--- src/rtl/hex_readback_decoder.sv ---
// Snapshots a bank of seven-segment patterns and decodes them back to a packed
// hex value, one digit per clock, flagging patterns that are not hex glyphs.
module hex_readback_decoder #(
    parameter int DIGITS     = 4,
    parameter bit ACTIVE_LOW = 1'b1
) (
    input  logic                Clk,
    input  logic                Reset,
    input  logic                Start,
    input  logic [7*DIGITS-1:0] SegBus,
    input  logic                Ack,
    output logic                Busy,
    output logic                Valid,
    output logic [4*DIGITS-1:0] Value,
    output logic [DIGITS-1:0]   ErrMask,
    output logic                AnyErr,
    output logic [1:0]          fsm_state
);

    localparam int IW = (DIGITS > 1) ? $clog2(DIGITS) : 1;
    localparam logic [IW-1:0] LAST = IW'(DIGITS - 1);

    typedef enum logic [1:0] {
        IDLE = 2'd0,
        SCAN = 2'd1,
        DONE = 2'd2
    } state_t;

    state_t              state;
    logic [7*DIGITS-1:0] snap;
    logic [IW-1:0]       index;
    logic [6:0]          cur_seg;
    logic [6:0]          lookup;
    logic [3:0]          cur_nib;
    logic                cur_err;

    always_comb begin
        cur_seg = 7'd0;
        for (int i = 0; i < DIGITS; i++) begin
            if (index == IW'(i)) cur_seg = snap[7*i +: 7];
        end
    end

    // The table is written in active-low form; active-high buses are inverted first.
    assign lookup = ACTIVE_LOW ? cur_seg : ~cur_seg;

    always_comb begin
        cur_err = 1'b0;
        cur_nib = 4'h0;
        case (lookup)
            7'b1000000: cur_nib = 4'h0;
            7'b1111001: cur_nib = 4'h1;
            7'b0100100: cur_nib = 4'h2;
            7'b0110000: cur_nib = 4'h3;
            7'b0011001: cur_nib = 4'h4;
            7'b0010010: cur_nib = 4'h5;
            7'b0000010: cur_nib = 4'h6;
            7'b1111000: cur_nib = 4'h7;
            7'b0000000: cur_nib = 4'h8;
            7'b0010000: cur_nib = 4'h9;
            7'b0001000: cur_nib = 4'hA;
            7'b0000011: cur_nib = 4'hB;
            7'b1000110: cur_nib = 4'hC;
            7'b0100001: cur_nib = 4'hD;
            7'b0000110: cur_nib = 4'hE;
            7'b0001110: cur_nib = 4'hF;
            default:    cur_err = 1'b1;
        endcase
    end

    always_ff @(posedge Clk) begin
        if (!Reset) begin
            state   <= IDLE;
            Busy    <= 1'b0;
            Valid   <= 1'b0;
            Value   <= '0;
            ErrMask <= '0;
            index   <= '0;
            snap    <= '0;
        end else begin
            case (state)
                IDLE: begin
                    if (Start) begin
                        snap    <= SegBus;
                        Value   <= '0;
                        ErrMask <= '0;
                        index   <= '0;
                        Busy    <= 1'b1;
                        state   <= SCAN;
                    end
                end
                SCAN: begin
                    Value[4*index +: 4] <= cur_nib;
                    ErrMask[index]      <= cur_err;
                    if (index == LAST) state <= DONE;
                    else               index <= index + 1'b1;
                end
                DONE: begin
                    // First DONE cycle lets the last nibble settle before Valid rises.
                    if (!Valid) begin
                        Valid <= 1'b1;
                        Busy  <= 1'b0;
                    end else if (Ack) begin
                        Valid <= 1'b0;
                        state <= IDLE;
                    end
                end
                default: state <= IDLE;
            endcase
        end
    end

    assign AnyErr    = |ErrMask;
    assign fsm_state = state;

endmodule
--- config.mk ---
export PLATFORM = sky130hd
export DESIGN_NAME = hex_readback_decoder
export DESIGN_NICKNAME = d
export VERILOG_FILES = /design/src/rtl/hex_readback_decoder.sv
export SDC_FILE = /design/constraint.sdc
export NUM_CORES = 1
export LEC_CHECK = 0
export ABC_AREA = 1
export BUFFER_PORTS_ARGS = -buffer_cell sky130_fd_sc_hd__buf_2
export CAP_MARGIN = 20
export CORE_MARGIN = 4
export CORE_UTILIZATION = 45
export CTS_BUF_LIST = sky130_fd_sc_hd__clkbuf_16
export CTS_CLUSTER_DIAMETER = 150
export DETAILED_ROUTE_END_ITERATION = 10
export PLACE_DENSITY = 0.77
export SETUP_SLACK_MARGIN = 0.02
export SYNTH_ARGS = -nofsm -noshare
export SYNTH_HDL_FRONTEND = slang
export SYNTH_SLANG_ARGS = --single-unit
--- constraint.sdc ---
create_clock -name Clk -period 6.4 [get_ports Clk]
set_clock_uncertainty 0.2 [all_clocks]
set_input_delay 0 -clock Clk [delete_from_list [all_inputs] [get_ports Clk]]
set_output_delay 0 -clock Clk [all_outputs]
set_load 0.01 [all_outputs]
Yosys cells after proc, flatten, opt, wreduce, memory -nomap -nowiden. Cells that the tools add are included.

Add/subtract/negate cells: 2. $lt $le $gt $ge: 2. Eq/ne operators: 26. Shift operators: 2. Multiplexer cells: 27. Reductions and logical operators: 13.

Operators by type and width (count): 4-bit one-hot mux with 15 select lines (1); 4-bit negation with 34-bit output (1); 4-bit by 34-bit variable shift with 16-bit output (first input constant) (1); 4-bit by 34-bit indexed part select with 16-bit output (1); 16-bit one-hot mux with 2 select lines (1); 7-bit equality test (second input constant) (4); 7-bit two-way mux (4); 7-bit by 5-bit equality test with 1-bit output (second input constant) (3); 7-bit by 6-bit equality test with 1-bit output (second input constant) (3); 16-bit bitwise mux (1); 16-bit two-way mux (1); 16-bit OR reduction (1); 7-bit by 2-bit equality test with 1-bit output (second input constant) (2); 7-bit by 4-bit equality test with 1-bit output (second input constant) (2); 2-bit two-way mux (6); 2-bit inequality test (second input constant) (6); 4-bit one-hot mux with 2 select lines (1); 7-bit by 3-bit equality test with 1-bit output (second input constant) (1); 7-bit logical NOT (1); 2-bit equality test (second input constant) (3); 1-bit two-way mux (6); 2-bit one-hot mux with 3 select lines (1); 3-bit AND reduction (2); 4-bit bitwise mux (1); 14 further kinds (18).

Flip-flop bits (word level): 54. Input bits: 32. Word-level logic and storage cells: 79.

Logic depth before layout (Yosys ltp).
Depth in word-level cells: 10. Mapped depth: 18.

Worst setup path after synthesis. OpenSTA, ideal clock, no wires.

Kind: reg2reg. Start: register index[0]. End: register ErrMask[0]. Library setup time: 112 ps. Arrival time: 2034 ps. Slack: 4054 ps. Stages on the path, launching flop included: 16. Cells stage by stage: dfxtp_1 -> buf_2 -> inv_1 -> ha_1 -> buf_6 -> a21oi_2 -> nand2_1 -> a21boi_2 -> nand2_1 -> nor2_1 -> nand2_1 -> and2_1 -> nand3_1 -> nor2_2 -> nor2_1 -> nor2_1.

Longest elaborated chain between the ends: 10.

RTL lines: start, declared (line 31) `logic [IW-1:0] index;`; start signal, assigned (line 96) `else index <= index + 1'b1;`; 2-bit logical NOT (line 40) `if (index == IW'(i)) cur_seg = snap[7*i +: 7];`; 7-bit two-way mux (4 in series) (line 40); 7-bit by 4-bit equality test with 1-bit output, or another cell as far along (line 50) `case (lookup)`; 16-bit OR reduction (no line); 1-bit two-way mux (line 50); 4-bit bitwise mux * (line 94) `ErrMask[index] <= cur_err;`; 4-bit one-hot mux with 2 select lines * (line 81) `case (state)`; end signal, assigned by index (line 94); end, declared (line 15) `output logic [DIGITS-1:0] ErrMask,`.

Mark *: on every way between the ends. The rest lies on a longest branch, timed or not. A chain may end at the register's enable or synchronous reset.

Final worst setup path.
Start: register index[0]. End: register ErrMask[1].

Same word-level chain as after synthesis.

==> metrics.csv <==
metric,value,unit
Num CTS Buffers,5,
DPL Wire Length,5060,um
CP Launch Type,flip-flop,
number of synthesized register bits,54,
initial antenna violation count,0,
gpl congestion,0.855,
fin. max-slew vios,0,
DRT antenna net count,0,
PostCTS Resize Cnt,0,
minimum clock period,2970,ps
Worst Tran Pin Value,766,ps
die area,7620,sq um
clk buf depth,2,
Mapped Nets,462,
first-pass GRT wire length,13200,um
Finish-stage setup viols,0,
post-synth top area cell,dfxtp_1,
slowest cell delay on critical path,510,ps
CP arrival,2910,ps
count of final hold-check violations,0,
"critical path, cell by cell",inv_1 > ha_1 > inv_1 > nor2_1 > nor2_1 > nand2_2 > nand2_4 > inv_2 > nand2_1 > nor2_1 > nand2_1 > nand2_1 > nor2_2 > nand2_4 > inv_2 > nand3_1 > a21oi_1,
drt drc,0,
DRT Pass-1 Iters,5,
Synth async-reset ratio,0,%
reg2reg path depth,17,
multi-input logic area,1520,sq um
Layout area overhead,34.0,%
CP Capture Type,flip-flop,
top-count cell post-synth,nand2_1,
status,finished clean,
Post-Syn Instances,424,
setup TNS,0,ps
gr usage total,21.6,%
Starting Density,47.0,%
Vias per Instance,5.13,
CTS tree,yes,
n_diodes,0,
core area,6030,sq um
r2r startpoint,index[0],
commonest register cell after synthesis,dfxtp_1,
fmax,336,MHz
"Reg clk slew, reported paths",60,ps
"Avg Cell Area, Syn",6.68,sq um
DR WL/cell,13.3,um
Worst Path Required,6340,ps
Rows,28,
P per Cell Area,236,nW/um^2
reg-to-reg setup timing slack,3430,ps
Area contributors post-synth,"dfxtp_1 (38%), nand2_1 (12%), nor2_1 (11%), a21oi_1 (6.2%), o21ai_0 (6.0%)",
WHS Endpoint,Busy,
CP Class,reg -> reg,
Final Cycle Share,46.5,%
register area share after synthesis,38.2,%
most instantiated cells after synthesis,"nand2_1 (92), nor2_1 (83), dfxtp_1 (54)",
Mapped Area,2830,sq um
Place WS,3510,ps
I/O Buffers,56,
Worst R2R End,ErrMask[1],
Final Util,62.9,%
Pleak,1.76,nW
hold path start,Start,
htree depth,2,
Vias,3062,
Sink Count,54,
root buffer cell,clkbuf_16,
fin worst setup slack,3430,ps
Clock Latency Late Sink,280,ps
max-cap violation count,0,
number of unique standard cell types used by synthesis,25,
hold_ws,39.1,ps
Layout fillers,533,
largest net degree at the start of global routing,41,
CP max stage cell,ha_1,
Initial DRC Count,227,
io pins,57,
Die Y,87.3,um
number of buffers added for setup after CTS,0,
worst-path maximum fanout,15,
Layout Nets,561,
vias in the first global route,2999,
register area,1080,sq um
Yosys top cell area share,38.2,%
CP bufs+invs,4,
RSZ-0062 raised after global routing,no,
Syn. warnings,0,
hold buffers post-CTS,52,
Die W,87.3,um
GR Overflow Total,0,
Hold/Removal Path Class,in -> reg,
"EDFF count, synth",0,
share of cells above drive strength 1,19.3,%
"wirelength, routed",7920,um
Top delay family on crit path,simple AND/OR/NAND/NOR gates,
VDD IR-drop max,144,uV
Worst Hold Path Cells,3,
slew margin rel.,48.5,%
power by group:
part / switching [mW] / internal (mW) / leakage (nW)
clock network: 0.110 / 0.139 / 0.0632
logic: 0.171 / 0.103 / 1.25
registers: 0.0144 / 0.357 / 0.443
total: 0.295 / 0.598 / 1.76
through the flow:
step	power (mW)	cells	area, sq um
2_1_floorplan	0.559	424	2830
3_3_place_gp	0.605	538	3120
3_5_place_dp	0.610	538	3120
4_1_cts	0.883	596	3760
5_1_grt	0.938	597	3790
6_report	0.894	597	3790
cells in the final DEF (no fill, tap or decap), types with 2 or more instances in the layout:
cell / n
nand2_2: 16
nand4_1: 8
dlygate4sd3_1: 52
a21oi_1: 35
ha_1: 6
nor3_1: 2
nand2_4: 3
inv_1: 35
buf_2: 56
nor2_4: 2
dfxtp_1: 54
nor2_1: 83
o21ai_0: 34
a21boi_2: 2
inv_2: 2
clkbuf_16: 5
nand2_1: 92
a21oi_2: 7
nand3_1: 16
nor2_2: 6
registers in the layout, indices dropped and copies added, names as in the netlist:
name       cells
snap          28
Value         16
ErrMask        4
fsm_state      2
index          2
Busy           1
Valid          1
worst max-delay path by stage:
| stage | startpoint | endpoint | slack (ps) | cells past startpoint |
|---|---|---|---|---|
| global route | index[0] | Value[14] | 3070 | 16 |
| CTS | index[0] | Value[12] | 3460 | 13 |
| floorplan | index[0] | ErrMask[0] | 4050 | 15 |
| detailed placement | index[0] | Value[12] | 3510 | 13 |
| finish | index[0] | ErrMask[1] | 3430 | 17 |
| global placement | index[0] | ErrMask[0] | 3590 | 15 |
worst reg2reg max path, delay by kind of cell (launching register included):
kind / cells / cell delay [ps]
compound gates: 1 / 70
simple gates: 11 / 1080
flops: 1 / 460
buf+inv: 4 / 500
fa+ha+maj: 1 / 510
metal layers:
metal  routed length [um]  vias to the layer above  global-route usage [%]
met4                  264                        0                    7.39
li1                     -                     1540                       -
met2                 3800                       99                    37.1
met5                    0                        -                       0
met1                 3470                     1395                    27.5
met3                  377                       28                    2.93
cell families after synthesis:
| group | Yosys count | share of synthesized area, % |
|---|---|---|
| AOI/OAI and AO/OA | 79 | 15.4 |
| adders and majority gates | 6 | 2.65 |
| buffers and inverters | 55 | 8.27 |
| DFF | 54 | 38.2 |
| and+or+nand+nor | 230 | 35.5 |
cell type report:
cell class,instances,area share [%]
well taps,75,2.47
inverters,38,3.83
flip-flops and latches,54,28.5
multi-input cells,315,40.0
repair buffers,109,21.8
clock inverters,1,0.0990
clock buffers,5,3.30
Power figures use the tool's default switching activity.
